==> config.mk <==
export PLATFORM = sky130hd
export DESIGN_NAME = adder16_arbiter
export DESIGN_NICKNAME = d
export VERILOG_FILES = /design/src/rtl/adder16_arbiter.sv
export SDC_FILE = /design/constraint.sdc
export NUM_CORES = 1
export LEC_CHECK = 0
export CAP_MARGIN = 40
export CORE_MARGIN = 2
export CORE_UTILIZATION = 48
export DETAILED_ROUTE_END_ITERATION = 12
export PLACE_DENSITY = 0.85
export SLEW_MARGIN = 10
export SYNTH_ARGS = -nofsm -noshare
export SYNTH_HDL_FRONTEND = slang
export SYNTH_SLANG_ARGS = --single-unit
==> constraint.sdc <==
create_clock -name clk -period 8.31 [get_ports clk]
set_input_delay 1.662 -clock clk [delete_from_list [all_inputs] [get_ports clk]]
set_output_delay 1.662 -clock clk [all_outputs]
set_load 0.05 [all_outputs]
==> src/rtl/adder16_arbiter.sv <==
// rtl/adder16_arbiter.sv - round-robin arbiter sharing one 16-bit adder for 16/32-bit adds
//
// adder16 ports:
//   x, y      16-bit addends
//   cin       carry-in
//   sum       16-bit sum
//   cout      carry-out of bit 15
//
// adder16_arbiter ports:
//   clk, rst_n          clock, asynchronous active-low reset
//   req_valid[NREQ]     per-requester request valid
//   req_ready[NREQ]     per-requester accept strobe (combinational, one-hot or zero, IDLE only)
//   req_wide[NREQ]      1 = 32-bit op (two adder passes), 0 = 16-bit op
//   req_cin[NREQ]       per-requester carry-in
//   req_a, req_b        packed 32-bit operands, requester i at [32i+31:32i]
//   rsp_valid/rsp_ready response handshake
//   rsp_id              owner of the response
//   rsp_sum, rsp_carry  result and carry-out (bit 15 or bit 31)
//   busy                high whenever an operation is in flight or waiting to be consumed

module adder16 (
  input  logic [15:0] x,
  input  logic [15:0] y,
  input  logic        cin,
  output logic [15:0] sum,
  output logic        cout
);
  assign {cout, sum} = {1'b0, x} + {1'b0, y} + {16'h0000, cin};
endmodule

module adder16_arbiter #(
  parameter int NREQ = 4,
  parameter int IDW  = 2
) (
  input  logic               clk,
  input  logic               rst_n,
  input  logic [NREQ-1:0]    req_valid,
  output logic [NREQ-1:0]    req_ready,
  input  logic [NREQ-1:0]    req_wide,
  input  logic [NREQ-1:0]    req_cin,
  input  logic [32*NREQ-1:0] req_a,
  input  logic [32*NREQ-1:0] req_b,
  output logic               rsp_valid,
  input  logic               rsp_ready,
  output logic [IDW-1:0]     rsp_id,
  output logic [31:0]        rsp_sum,
  output logic               rsp_carry,
  output logic               busy
);

  typedef enum logic [1:0] {IDLE, LO, HI, RESP} state_t;

  state_t         state, state_nx;
  logic [IDW-1:0] rr_ptr;
  logic [IDW-1:0] winner;
  logic           found;
  logic [31:0]    sel_a, sel_b;

  logic [31:0]    a_q, b_q;
  logic           wide_q, cin_q;
  logic [IDW-1:0] id_q;
  logic [15:0]    sum_lo_q;
  logic           carry_lo_q;

  logic [15:0]    add_x, add_y, add_sum;
  logic           add_cin, add_cout;

  // Scan from rr_ptr upward with wrap; iterating k downward lets the
  // smallest offset (closest to rr_ptr) be the last and winning assignment.
  always_comb begin
    winner = '0;
    found  = 1'b0;
    for (int k = NREQ - 1; k >= 0; k--) begin
      if (req_valid[(int'(rr_ptr) + k) % NREQ]) begin
        winner = IDW'((int'(rr_ptr) + k) % NREQ);
        found  = 1'b1;
      end
    end
  end

  assign sel_a = req_a[32*winner +: 32];
  assign sel_b = req_b[32*winner +: 32];

  always_comb begin
    req_ready = '0;
    if (state == IDLE && found) req_ready[winner] = 1'b1;
  end

  always_comb begin
    state_nx = state;
    case (state)
      IDLE:    if (found) state_nx = LO;
      LO:      state_nx = wide_q ? HI : RESP;
      HI:      state_nx = RESP;
      RESP:    if (rsp_ready) state_nx = IDLE;
      default: state_nx = IDLE;
    endcase
  end

  // Adder inputs are forced to zero outside LO/HI so the datapath stays quiet.
  always_comb begin
    add_x   = '0;
    add_y   = '0;
    add_cin = 1'b0;
    case (state)
      LO: begin
        add_x   = a_q[15:0];
        add_y   = b_q[15:0];
        add_cin = cin_q;
      end
      HI: begin
        add_x   = a_q[31:16];
        add_y   = b_q[31:16];
        add_cin = carry_lo_q;
      end
      default: ;
    endcase
  end

  adder16 u_adder (
    .x    (add_x),
    .y    (add_y),
    .cin  (add_cin),
    .sum  (add_sum),
    .cout (add_cout)
  );

  always_ff @(posedge clk or negedge rst_n) begin
    if (!rst_n) state <= IDLE;
    else        state <= state_nx;
  end

  always_ff @(posedge clk or negedge rst_n) begin
    if (!rst_n) begin
      rr_ptr     <= '0;
      a_q        <= '0;
      b_q        <= '0;
      wide_q     <= 1'b0;
      cin_q      <= 1'b0;
      id_q       <= '0;
      sum_lo_q   <= '0;
      carry_lo_q <= 1'b0;
      rsp_id     <= '0;
      rsp_sum    <= '0;
      rsp_carry  <= 1'b0;
    end else begin
      case (state)
        IDLE: if (found) begin
          a_q    <= sel_a;
          b_q    <= sel_b;
          wide_q <= req_wide[winner];
          cin_q  <= req_cin[winner];
          id_q   <= winner;
          rr_ptr <= (winner == IDW'(NREQ - 1)) ? '0 : winner + 1'b1;
        end
        LO: begin
          sum_lo_q   <= add_sum;
          carry_lo_q <= add_cout;
          if (!wide_q) begin
            rsp_sum   <= {16'h0000, add_sum};
            rsp_carry <= add_cout;
            rsp_id    <= id_q;
          end
        end
        HI: begin
          rsp_sum   <= {add_sum, sum_lo_q};
          rsp_carry <= add_cout;
          rsp_id    <= id_q;
        end
        default: ;
      endcase
    end
  end

  assign rsp_valid = (state == RESP);
  assign busy      = (state != IDLE);

endmodule
Yosys cells after proc, flatten, opt, wreduce, memory -nomap -nowiden
Cells that the tools add are included.

Memory bits (read-only): 0. Latch bits: 0. Bits in writable memories: 0. Memories kept: 0. Register bits: 124.

Add/sub/neg operators: 6. Equal/unequal tests: 7. Multipliers: 0. Magnitude comparators: 6. Reductions and logical operators: 11. Div/mod/pow operators: 0. Muxes and demuxes: 40. Bitwise operators: 3. Shifts and indexed selects: 2.

Operators with widths (number): 128-bit by 8-bit indexed part select with 32-bit output (2); 16-bit one-hot mux with 2 select lines (2); 32-bit one-hot mux with 2 select lines (1); 32-bit two-way mux (1); 16-bit by 16-bit adder with 17-bit output (1); 17-bit by 1-bit adder with 17-bit output (1); 1-bit two-way mux (16); 2-bit two-way mux (8); 1-bit binary-select mux with 2-bit select (6); 3-bit by 4-bit less-than comparator with 1-bit output (second input constant) (3); 2-bit one-hot mux with 4 select lines (1); 2-bit equality test (second input constant) (3); 2-bit by 3-bit less-than comparator with 1-bit output (second input constant) (2); 2-bit AND reduction (3); 2-bit OR reduction (3); 2-bit by 1-bit adder with 2-bit output (second input constant) (2); 2-bit adder (second input constant) (2); 4-bit two-way mux (1); 2-bit inequality test (second input constant) (2); 1-bit one-hot mux with 2 select lines (2); 2-bit one-hot mux with 2 select lines (1); 2-bit nonzero test (2); 1-bit AND (first input constant) (3); 1-bit demux with 2-bit select (1); 5 further kinds (6).

Logic depth before layout (Yosys ltp)
Gate-level depths: netlist of run 1.

Depth after elaboration: 15. Mapped depth: 15. Gate-level depth less buffers: 12.

Cells and area by module
From an unflattened synthesis of run 1, not the netlist that was laid out.

Cell total of the unflattened synthesis: 780. Area total of the unflattened synthesis: 7761.2 um^2.

Modules (own cells, without submodules): adder16_arbiter (sequential area each 3103.0 um^2, area each 7014.2 um^2, instances 1, cells an instance 686); adder16 (sequential area each 0.0 um^2, area each 747.0 um^2, instances 1, cells an instance 94).

Worst setup path before layout of run 1
No wires, ideal clock.

Kind: input to output. Start: input port req_valid[0]. End: output port req_ready[3]. Buffers on the path: 3. Stages on the path: 8. Data required time: 6.648 ns. Slack: 3.510 ns. Arrival: 3.138 ns. Cells stage by stage: a21o_1 -> a21oi_1 -> o22a_1 -> buf_6 -> buf_6 -> buf_6 -> ha_1 -> and2_1.

Word-level cells in the longest chain between the ends: 12. Elaborated cells between the ends (all ways): 26.

Ends and longest elaborated chain: start, declared (line 37) `input logic [NREQ-1:0] req_valid,`; 1-bit binary-select mux with 2-bit select (line 74) `if (req_valid[(int'(rr_ptr) + k) % NREQ]) begin`; 1-bit two-way mux (implied by the code) (2 in a row) (line 74); 2-bit two-way mux (3 in a row) (line 74); 2-bit two-way mux (*) (line 74); named net winner[1] (line 55) `logic [IDW-1:0] winner;`; 2-bit by 3-bit less-than comparator with 1-bit output (implied by the code) or 2-bit by 1-bit >= comparator with 1-bit output (tied branches) (line 86) `if (state == IDLE && found) req_ready[winner] = 1'b1;`; 1-bit logical AND (implied by the code) (line 86); 1-bit two-way mux (implied by the code) (line 86); 1-bit demux with 2-bit select (*) (line 86); 4-bit two-way mux (*) (line 86); end, declared (line 38) `output logic [NREQ-1:0] req_ready,`.

The timed path passes the listed nets; every way through them passes the cells marked *. The select of a mux whose other input is x is not followed.

Final worst setup path of run 1
Start: input port req_valid[1]. End: output port req_ready[3].

Same word-level chain as after synthesis.

==> results of run 1 <==
[final cells by class]
| cell class | count | area [µm²] | share of cell area |
|---|---|---|---|
| Multi-Input combinational cell | 591 | 4610 | 0.388 |
| Clock buffer | 18 | 439 | 0.0370 |
| Clock inverter | 14 | 123 | 0.0103 |
| Inverter | 13 | 48.8 | 0.00411 |
| Tap cell | 220 | 275 | 0.0232 |
| Antenna cell | 5 | 12.5 | 0.00105 |
| Timing Repair Buffer | 323 | 3260 | 0.275 |
| Sequential cell | 124 | 3100 | 0.261 |
[worst paths after layout]
check                                   from            to  slack, ps  cells past startpoint
worst max-delay path            req_valid[1]  req_ready[3]       2530                      7
worst min-delay path               rsp_id[0]     rsp_id[0]        480                      2
worst max register to register      state[1]  sum_lo_q[10]       4110                     13
worst min register to register     rsp_id[0]     rsp_id[0]        480                      2
max in group asynchronous              rst_n       b_q[21]       6260                      2
min in group asynchronous              rst_n      state[0]       1090                      1
[registers in the layout, indices dropped and copies added (netlist names)]
register,cells
sum_lo_q,16
rsp_sum,32
wide_q,1
a_q,32
rsp_id,2
cin_q,1
b_q,32
carry_lo_q,1
rr_ptr,2
rsp_carry,1
id_q,2
state,2
[metrics by stage]
| step | utilization | hold slack (ps) | setup WS [ps] | power, mW |
|---|---|---|---|---|
| after floorplan | - | 439 | 3510 | 2.74 |
| after global placement | 0.678 | 449 | 2130 | 3.36 |
| after detailed placement | 0.683 | 464 | 2530 | 3.42 |
| after CTS | 0.717 | 478 | 2530 | 4.13 |
| after global routing | 0.718 | 504 | 2360 | 4.38 |
| final | 0.718 | 477 | 2530 | 4.13 |
[layout by cell type, fill, tap and decap left out, drive strengths merged, types with 3 or more instances in the layout]
cell type,count
clkdlybuf4s50,310
dfrtp,124
nor2,91
mux2,77
a221o,73
mux2i,67
nand2,39
nor2b,32
a22oi,32
o21ai,25
ha,24
a21oi,21
a22o,20
clkbuf,18
inv,14
buf,13
nor3,7
xnor2,7
clkinv,7
and2,6
and3,6
nand2b,6
diode,5
a31oi,5
nand3,5
a21o,5
clkinvlp,5
o22ai,4
o21a,4
xor2,4
nand4,3
nand3b,3
a211oi,3
[worst reg2reg max path, stage by stage, from the launching register on]
cell	delay [ps]
dfrtp_1	420
inv_1	140
ha_2	180
buf_4	510
a22o_1	280
nand2_1	80
fa_1	500
fa_1	420
nand2b_1	180
a211oi_1	260
or2_2	210
a31oi_1	140
a211oi_1	540
mux2_2	280
[routing by layer]
| metal | global-route usage | routed length [µm] |
|---|---|---|
| met5 | 0 | 9 |
| met4 | 0.126 | 932 |
| met3 | 0.0642 | 1410 |
| met2 | 0.497 | 13300 |
| met1 | 0.363 | 10400 |
[cell families after synthesis]
family | share of synthesized area
and+or+nand+nor | 0.116
adders and majority gates | 0.0420
DFF | 0.383
buffers and inverters | 0.0519
AOI/OAI and AO/OA | 0.203
xor gates and xnor gates | 0.0119
muxes | 0.192
[Yosys cell counts (2+ instances only)]
library cell    n  area share
xor2_1          4      0.0043
and3_1          6      0.0046
a22oi_1        32       0.030
buf_2           9      0.0056
o21a_1          4      0.0037
dfrtp_1       124        0.38
o21ai_0        24       0.015
a221o_1        73       0.090
a21o_1          5      0.0046
inv_1          13      0.0060
nand4_1         3      0.0023
mux2_1         21       0.029
buf_1           2     0.00093
or2_2           2      0.0015
o31a_1          2      0.0022
nor2_1         91       0.042
buf_6          15       0.021
nand2_1        39       0.018
nor2b_1        32       0.025
xnor2_1         7      0.0076
fa_1            2      0.0049
a31oi_1         5      0.0039
nand2b_1        6      0.0046
clkbuf_1       38       0.018
ha_1           24       0.037
nor4_1          2      0.0015
mux2i_1        67       0.083
and2_1          6      0.0046
mux2_4          4      0.0074
nand3b_1        3      0.0028
o22ai_1         4      0.0031
a211oi_1        2      0.0019
nand3_1         5      0.0031
mux2_2         52       0.072
o221ai_1        2      0.0022
o31ai_1         2      0.0019
nor3_1          7      0.0043
o21bai_1        2      0.0019
a22o_1         20       0.022
a21oi_1        21       0.013
[where the power goes]
| group | switching, mW | leakage (nW) | internal, mW |
|---|---|---|---|
| registers | 0.203 | 1.57 | 0.882 |
| clock network | 0.279 | 0.264 | 0.417 |
| logic | 1.32 | 3.16 | 1.03 |
==> results by group, run 1 <==
Final layout
  – Filler Cell Count: about 1.2k
  – P&R area growth vs syn: 46.5%
  – Count of nets after finishing: roughly 1.4k
  – Layout cell share with drive strength beyond 1: 0.103
  – Fin area: between 10000 and 15000 µm²
  – Layout Cells excl Fill: around 1.3k

CTS
  – Root Buffer: clkbuf_16
  – Post-CTS Resized: 0
  – CTS tree: done
  – Htree depth: 4
  – Clock sink count: 124
  – Clock Pin Slew Worst Setup and Hold Paths: roughly 60 ps
  – Max clock buf depth: 2
  – Worst skew pair latency: between 400 and 500 ps
  – # hold bufs at CTS: 0
  – Setup Fix Bufs, Post-CTS: 0
  – Total CTS buffers: 17

Critical path
  – Bufs and invs on worst path: 2
  – Worst setup EP type: primary output
  – Crit path max fanout: 6
  – Crit-path cells: clkdlybuf4s50_1 -> nand2b_1 -> a21oi_1 -> a211oi_2 -> ha_1 -> and2_1 -> clkdlybuf4s50_1
  – Crit path max-delay cell type: clkdlybuf4s50_1
  – Worst path top cell family by delay: buffers and inverters
  – Crit path DAT: 4120 ps
  – Element type at the critical path start: input port
  – WP data required: roughly 6700 ps
  – CP dominant cell by count: clkdlybuf4s50_1
  – Crit Path Class: input port to primary output
  – Crit-path max cell delay: approximately 800 ps

Synth
  – Post-synth EDFFs: 0
  – Synth unique cells: between 50 and 60
  – Synth Register Bits: approximately 120
  – Synthesized instance count: 793
  – Synth warn: 0
  – Primary FF master, synth: dfrtp_1
  – Asr flop ratio synth: 1.00
  – Cell Area, Synth: 8100 µm²
  – Mean Syn Cell Area: about 10 µm²
  – Sequential share of the synthesized area: 0.383
  – Syn_nets: ~1.1k

Route
  – Via count: around 7.5k
  – Starting DRC count in detailed routing: 530
  – Drt drc: 0
  – DRT Wirelength: 26000 µm
  – Routed WL per cell: between 15 and 20 µm
  – TritonRoute pass-1 iters: 8
  – Via-per-instance ratio: 5.74
  – Final ANT Viol Nets: 0

Die
  – Die footprint: approximately 18000 µm²
  – Core ar.: around 17000 µm²
  – Initial Util: 0.490
  – Standard-cell rows: between 40 and 50
  – Die X: about 130 µm
  – Die Span Y: about 130 µm
  – Io pins: between 300 and 400

Outcome
  – Status: completed

Worst hold path
  – HP Class: flip-flop to flip-flop

GRT
  – Largest net degree at the start of global routing: 74
  – Vias in the first global route: 7559
  – Gr ovfl total: 0
  – Total track usage: 0.294
  – Initial antenna violation count: 5
  – First-pass GRT wire length: between 40000 and 50000 µm

STA
  – Min cycle time layout: 5780 ps
  – Worst slew pin tran: around 850 ps
  – Final TNS setup: 0 ps
  – Count of final setup violators: 0
  – Max Clock Freq: 173 MHz
  – Final hold violations: 0
  – Clock Skews: 8.32 ps
  – RSZ-0062 raised after global routing: false
  – Max-slew violation count: 0
  – Slew headroom: 0.434
  – Period utilization: 0.696

Power
  – Power per cell area: about 350 nW/µm²
  – Leakage dissipation: 5.00 nW
  – Worst vdd ir: 0.000229 V

Place
  – Placed cell count: between 1k and 1.5k
  – RePlAce Congestion: about 0.93
  – # port buffers: about 310
  – Placed Area: approximately 11000 µm²
  – Hpwl dp: around 20000 µm

Run
  – Max-Cap Viols: 0
No activity file was read; power rests on OpenSTA's default activity.
==> run 2, diff against run 1 <==
Settings changed: CORE_UTILIZATION 48 to 41, PLACE_DENSITY 0.85 to 0.77.
Clock period 8.31 ns to 4.7 ns, I/O delays scaled along.
==> run 2 against run 1 <==
Effect of this change:
- setup slack lost 2200 ps
- cell count grew 3.2%
- sequential cell count is the same
- final area grew 0.52%
- critical path type unchanged
- critical endpoint is now req_ready[0]
- largest cell class unchanged
- largest power group unchanged
==> results by group, run 2 (synthesized netlist as in run 1, its figures left out) <==
Power
  – Leakage dissipation: 5.02 nW (+0.34%)
  – Worst vdd ir: 0.000392 V (+71%)
  – Power per cell area: 622 nW/µm² (+79%)

Final layout
  – Commonest non-fill, non-tap cell in the layout: clkdlybuf4s50_1
  – Layout cell share with drive strength beyond 1: 0.102 (-0.00102)
  – Count of nets after finishing: 1368 (+0.073%)
  – Layout Cells excl Fill: 1350 (+3.2%)
  – Finished Core Util: 0.615 (-0.103)
  – Commonest non-fill, non-tap cells in the layout: clkdlybuf4s50_1, dfrtp_1, nor2_1
  – Fin area: 11900 µm² (+0.52%)
  – Leading registers by flop count: a_q (32), b_q (32), rsp_sum (32)
  – Filler Cell Count: 1712 (+42%)
  – P&R area growth vs syn: 47.2%

Die
  – Die footprint: 20900 µm² (+17%)
  – Die Span Y: 145 µm (+8.0%)
  – Die X: 145 µm (+8.0%)
  – Standard-cell rows: 51 (+8.5%)
  – Initial Util: 0.418 (-0.0726)
  – Core ar.: 19400 µm² (+17%)
  – Io pins: 312 (unchanged)

CTS
  – Total CTS buffers: 17 (unchanged)
  – Post-CTS Resized: 0 (unchanged)
  – Clock Pin Slew Worst Setup and Hold Paths: 50 ps (about the same)
  – CTS tree: done
  – Worst skew pair latency: 420 ps (about the same)
  – # hold bufs at CTS: 0 (unchanged)
  – Clock sink count: 124 (unchanged)
  – Root Buffer: clkbuf_16
  – Setup Fix Bufs, Post-CTS: 0 (unchanged)
  – Max clock buf depth: 2 (unchanged)
  – Htree depth: 4 (unchanged)

STA
  – Max Clock Freq: approximately 230 MHz
  – Count of final setup violators: 0 (unchanged)
  – Final hold violations: 0 (unchanged)
  – Worst slew pin tran: 833 ps (-16.1 ps)
  – RSZ-0062 raised after global routing: false
  – Max-slew violation count: 0 (unchanged)
  – Min cycle time layout: 4350 ps
  – Clock Skews: 8.58 ps (+0.258 ps)
  – Final TNS setup: 0 ps (unchanged)
  – Period utilization: 0.927
  – Slew headroom: 0.445 (+0.0107)
  – Final WS setup: 345 ps (-2180 ps)

Route
  – Via-per-instance ratio: 5.51 (-4.1%)
  – Wire length on met3: 1460 µm (+3.9%)
  – DRT Wirelength: 26300 µm (+1.1%)
  – M1 WL: 10800 µm (+4.2%)
  – TritonRoute pass-1 iters: 7 (-1)
  – Final ANT Viol Nets: 0 (unchanged)
  – Routed WL per cell: 19.4 µm (-2.1%)
  – WL met2: 13400 µm (+0.69%)
  – Drt drc: 0 (unchanged)
  – Highest routed layer: met4
  – Via count: 7433 (-1.0%)
  – Starting DRC count in detailed routing: 511 (-3.6%)

GRT
  – Gr ovfl total: 0 (unchanged)
  – Initial antenna violation count: 1 (-4)
  – Vias in the first global route: 7297 (-3.5%)
  – Total track usage: 0.251 (-0.0426)
  – First-pass GRT wire length: 39800 µm (-1.4%)
  – Largest net degree at the start of global routing: 129 (+74%)

Critical path
  – Crit path DAT: 3410 ps (-710 ps)
  – Crit path max fanout: 6 (unchanged)
  – CP dominant cell by count: clkdlybuf4s50_1
  – Crit-path max cell delay: 700 ps (-100 ps)
  – Bufs and invs on worst path: 3 (+1)
  – WP data required: 3760 ps (-2890 ps)
  – Crit-path cells: clkdlybuf4s50_1 -> nand2b_1 -> a21oi_1 -> a211oi_2 -> inv_1 -> ha_1 -> and2_1 -> clkdlybuf4s50_1
  – Worst setup EP type: primary output
  – Crit path max-delay cell type: clkdlybuf4s50_1
  – Worst path top cell family by delay: buffers and inverters
  – Crit Path Class: input port to primary output
  – Element type at the critical path start: input port

Place
  – # port buffers: 311 (unchanged)
  – RePlAce Congestion: 0.958 (+3.5%)
  – Hpwl dp: 20300 µm (+1.8%)
  – Placed Area: 11300 µm² (+0.36%)
  – Pre-CTS setup slack: 357 ps (-2180 ps)
  – Placed cell count: 1317 (+3.6%)

Outcome
  – Status: completed

Worst hold path
  – HP Class: input port to async pin

Run
  – Max-Cap Viols: 0 (unchanged)
## run 2: changes by cell type in the layout (fill, tap and decap cells not counted)
cell,change
inv_6,-1
buf_16,-2
buf_6,+1
bufinv_16,+2
diode_2,-4
clkinv_4,-2
clkinv_2,+1
clkbuf_1,+2
buf_12,+1
buf_4,+1
clkinvlp_4,-2
## run 2: metal layers
metal | track usage | vias up
met5 | 0 | -
met4 | 0.0843 | 0
met3 | 0.0493 | 44
met2 | 0.432 | 283
met1 | 0.317 | 3576
li1 | - | 3530
## run 2: report_power, final
| part | leakage, nW | internal, mW | switching, mW | total, mW |
|---|---|---|---|---|
| Clock | 0.286 | 0.842 | 0.479 | 1.32 |
| Sequential | 1.57 | 1.56 | 0.360 | 1.92 |
| Combinational | 3.16 | 1.82 | 2.35 | 4.18 |
## run 2: through the flow
stage | hold WS (ps) | power (mW)
after CTS | 458 | 7.43
after floorplan | 439 | 4.84
after global placement | 451 | 6.03
after detailed placement | 462 | 6.09
final | 446 | 7.42
after global routing | 470 | 7.88
## run 2: layout make-up
cell class / count / area, µm² / share of cell area
flip-flops and latches: 124 / 3100 / 0.260
well taps: 265 / 332 / 0.0278
inverters: 13 / 48.8 / 0.00409
repair buffers: 324 / 3240 / 0.272
multi-input cells: 591 / 4610 / 0.386
clock buffers: 20 / 447 / 0.0374
diodes: 1 / 2.50 / 0.000210
clock inverters: 12 / 146 / 0.0123
## run 2: path summary, 6_finish.rpt
path,from,end,slack [ps],cells after the start
hold reg to reg,rsp_sum[18],rsp_sum[18],470,2
hold / removal,rst_n,rsp_id[0],450,1
setup reg to reg,state[0],sum_lo_q[10],820,13
min in group clk,rsp_sum[18],rsp_sum[18],470,2
max in group asynchronous,rst_n,sum_lo_q[14],3570,2
setup / recovery,req_valid[1],req_ready[0],350,8
## run 2: worst register-to-register path: stages (launching register included)
cell      delay [ps]
dfrtp_1          400
inv_1            160
ha_2             320
buf_4            270
a22o_1           170
nand2_1           60
fa_1             430
fa_1             420
nand2b_1         190
a211oi_1         270
or2_2            220
a31oi_1          130
a211oi_1         510
mux2_2           260
==> run 3, diff against run 2 <==
Settings changed: CORE_UTILIZATION 41 to 25, PLACE_DENSITY 0.77 to 0.5.
==> run 3 against run 2 <==
Effect of this change:
- final area rose by 1.6%
- clock power shrank 3%
- core utilization down 23 points
- clock-buffer cell count is the same
- sequential power about the same
- register-to-register slack is essentially flat
- clock skew grew 1.8 ps
- power up 0.67%
- fmax grew 12%
- die area is 62% higher
- global-route usage decreased by 8.2 points
- non-clock buffer count is 1 higher
- largest cell class unchanged
- largest power group unchanged
- highest routed layer unchanged
==> results by group, run 3 (synthesized netlist as in run 1, its figures left out) <==
STA
  – Final hold violations: 0 (unchanged)
  – Max-slew violation count: 0 (unchanged)
  – Max Clock Freq: 258 MHz (+12%)
  – Period utilization: 0.825 (-0.101)
  – Min cycle time layout: 3880 ps (-476 ps)
  – Clock Skews: 10.4 ps (+1.79 ps)
  – Final TNS setup: 0 ps (unchanged)
  – Worst slew pin tran: 812 ps (-21.0 ps)
  – RSZ-0062 raised after global routing: false
  – Slew headroom: 0.459 (+0.0140)
  – Count of final setup violators: 0 (unchanged)

CTS
  – Root Buffer: clkbuf_16
  – Clock sink count: 124 (unchanged)
  – Setup Fix Bufs, Post-CTS: 0 (unchanged)
  – Htree depth: 4 (unchanged)
  – Clock Pin Slew Worst Setup and Hold Paths: 60 ps (about the same)
  – CTS tree: done
  – Max clock buf depth: 2 (unchanged)
  – Total CTS buffers: 17 (unchanged)
  – Worst skew pair latency: 420 ps (about the same)
  – Post-CTS Resized: 0 (unchanged)
  – # hold bufs at CTS: 0 (unchanged)

Place
  – Placed Area: 11500 µm² (+1.8%)
  – # port buffers: 311 (unchanged)
  – Hpwl dp: 22500 µm (+11%)
  – RePlAce Congestion: 0.843 (-12%)

Die
  – Die X: 184 µm (+27%)
  – Initial Util: 0.255 (-0.162)
  – Die Span Y: 184 µm (+27%)
  – Standard-cell rows: 65 (+27%)
  – Io pins: 312 (unchanged)
  – Core ar.: 31700 µm² (+64%)
  – Die footprint: 33900 µm² (+62%)

Final layout
  – Commonest non-fill, non-tap cell in the layout: clkdlybuf4s50_1
  – Commonest non-fill, non-tap cells in the layout: clkdlybuf4s50_1, dfrtp_1, nor2_1
  – P&R area growth vs syn: 49.5%
  – Fin area: 12100 µm² (+1.6%)
  – Layout cell share with drive strength beyond 1: 0.108 (+0.00544)
  – Count of nets after finishing: 1369 (+0.073%)
  – Leading registers by flop count: a_q (32), b_q (32), rsp_sum (32)
  – Filler Cell Count: 3239 (+89%)

GRT
  – Vias in the first global route: 7499 (+2.8%)
  – Total track usage: 0.169 (-0.0819)
  – Gr ovfl total: 0 (unchanged)
  – First-pass GRT wire length: 43500 µm (+9.4%)
  – Initial antenna violation count: 1 (unchanged)
  – Largest net degree at the start of global routing: 79 (-39%)

Power
  – Leakage dissipation: 5.03 nW (+0.24%)
  – Power per cell area: 616 nW/µm² (-0.87%)
  – Worst vdd ir: 0.000264 V (-33%)

Route
  – Via count: 7222 (-2.8%)
  – Final ANT Viol Nets: 0 (unchanged)
  – Starting DRC count in detailed routing: 331 (-35%)
  – Drt drc: 0 (unchanged)
  – TritonRoute pass-1 iters: 5 (-2)
  – DRT Wirelength: 28700 µm (+9.4%)
  – Routed WL per cell: 19.3 µm (-0.74%)
  – Via-per-instance ratio: 4.85 (-12%)

Critical path
  – Reg2Reg Depth: 13 (unchanged)
  – Crit path max fanout: 18 (+12)
  – WP data required: 5060 ps (+1300 ps)
  – Crit path DAT: 4230 ps (+820 ps)
  – Element type at the critical path start: flip-flop
  – Worst setup EP type: flip-flop
  – Crit Path Class: flip-flop to flip-flop

Run
  – Max-Cap Viols: 0 (unchanged)

Outcome
  – Status: completed

Worst hold path
  – HP Class: input port to async pin
-- run 3: worst max-delay path, cell delays in order (launching register included) --
cell,delay [ps]
dfrtp_1,400
inv_1,150
ha_2,440
buf_4,300
a22o_1,160
nand2_1,70
fa_1,410
fa_1,410
nand2b_1,170
a211oi_1,340
or2_2,220
a31oi_1,120
a211oi_1,370
mux2_2,230
-- run 3: worst paths after layout --
check	startpoint	endpoint	slack, ps
hold reg to reg	rsp_sum[18]	rsp_sum[18]	470
min in group clk	rsp_sum[18]	rsp_sum[18]	470
hold / removal	rst_n	id_q[1]	410
setup reg to reg	state[0]	sum_lo_q[10]	820
max in group asynchronous	rst_n	a_q[22]	3220
setup / recovery	state[0]	sum_lo_q[10]	820
-- run 3: report_power, final --
part,internal [mW],total (mW),switching (mW)
sequential,1.56,1.94,0.383
combinational,1.83,4.24,2.41
clock,0.759,1.28,0.525
-- run 3: metal layers --
metal | global-route usage | vias up | share of wire
met3 | 0.0343 | 20 | 0.051
met1 | 0.220 | 3434 | 0.45
met4 | 0.0470 | 0 | 0.012
met5 | 0 | - | 0
li1 | - | 3535 | -
met2 | 0.286 | 233 | 0.49
-- run 3: per-stage QoR --
step                      hold WS [ps]  setup WS (ps)  cells  total power, mW   util
after global placement             460            896   1454             6.22  0.363
after global routing               424            477   1488             8.00  0.382
after floorplan                    439            944    793             4.84      -
after detailed placement           468            807   1455             6.26  0.364
after CTS                          408            784   1487             7.57  0.382
final                              406            821   1488             7.47  0.382
-- run 3: area by class of cell --
type / instances / area [µm²] / area share
diodes: 1 / 2.50 / 0.000207
clock buffers: 20 / 457 / 0.0377
clock inverters: 12 / 115 / 0.00950
inverters: 13 / 48.8 / 0.00403
multi-input cells: 591 / 4610 / 0.380
flip-flops and latches: 124 / 3100 / 0.256
well taps: 402 / 503 / 0.0415
repair buffers: 325 / 3280 / 0.271
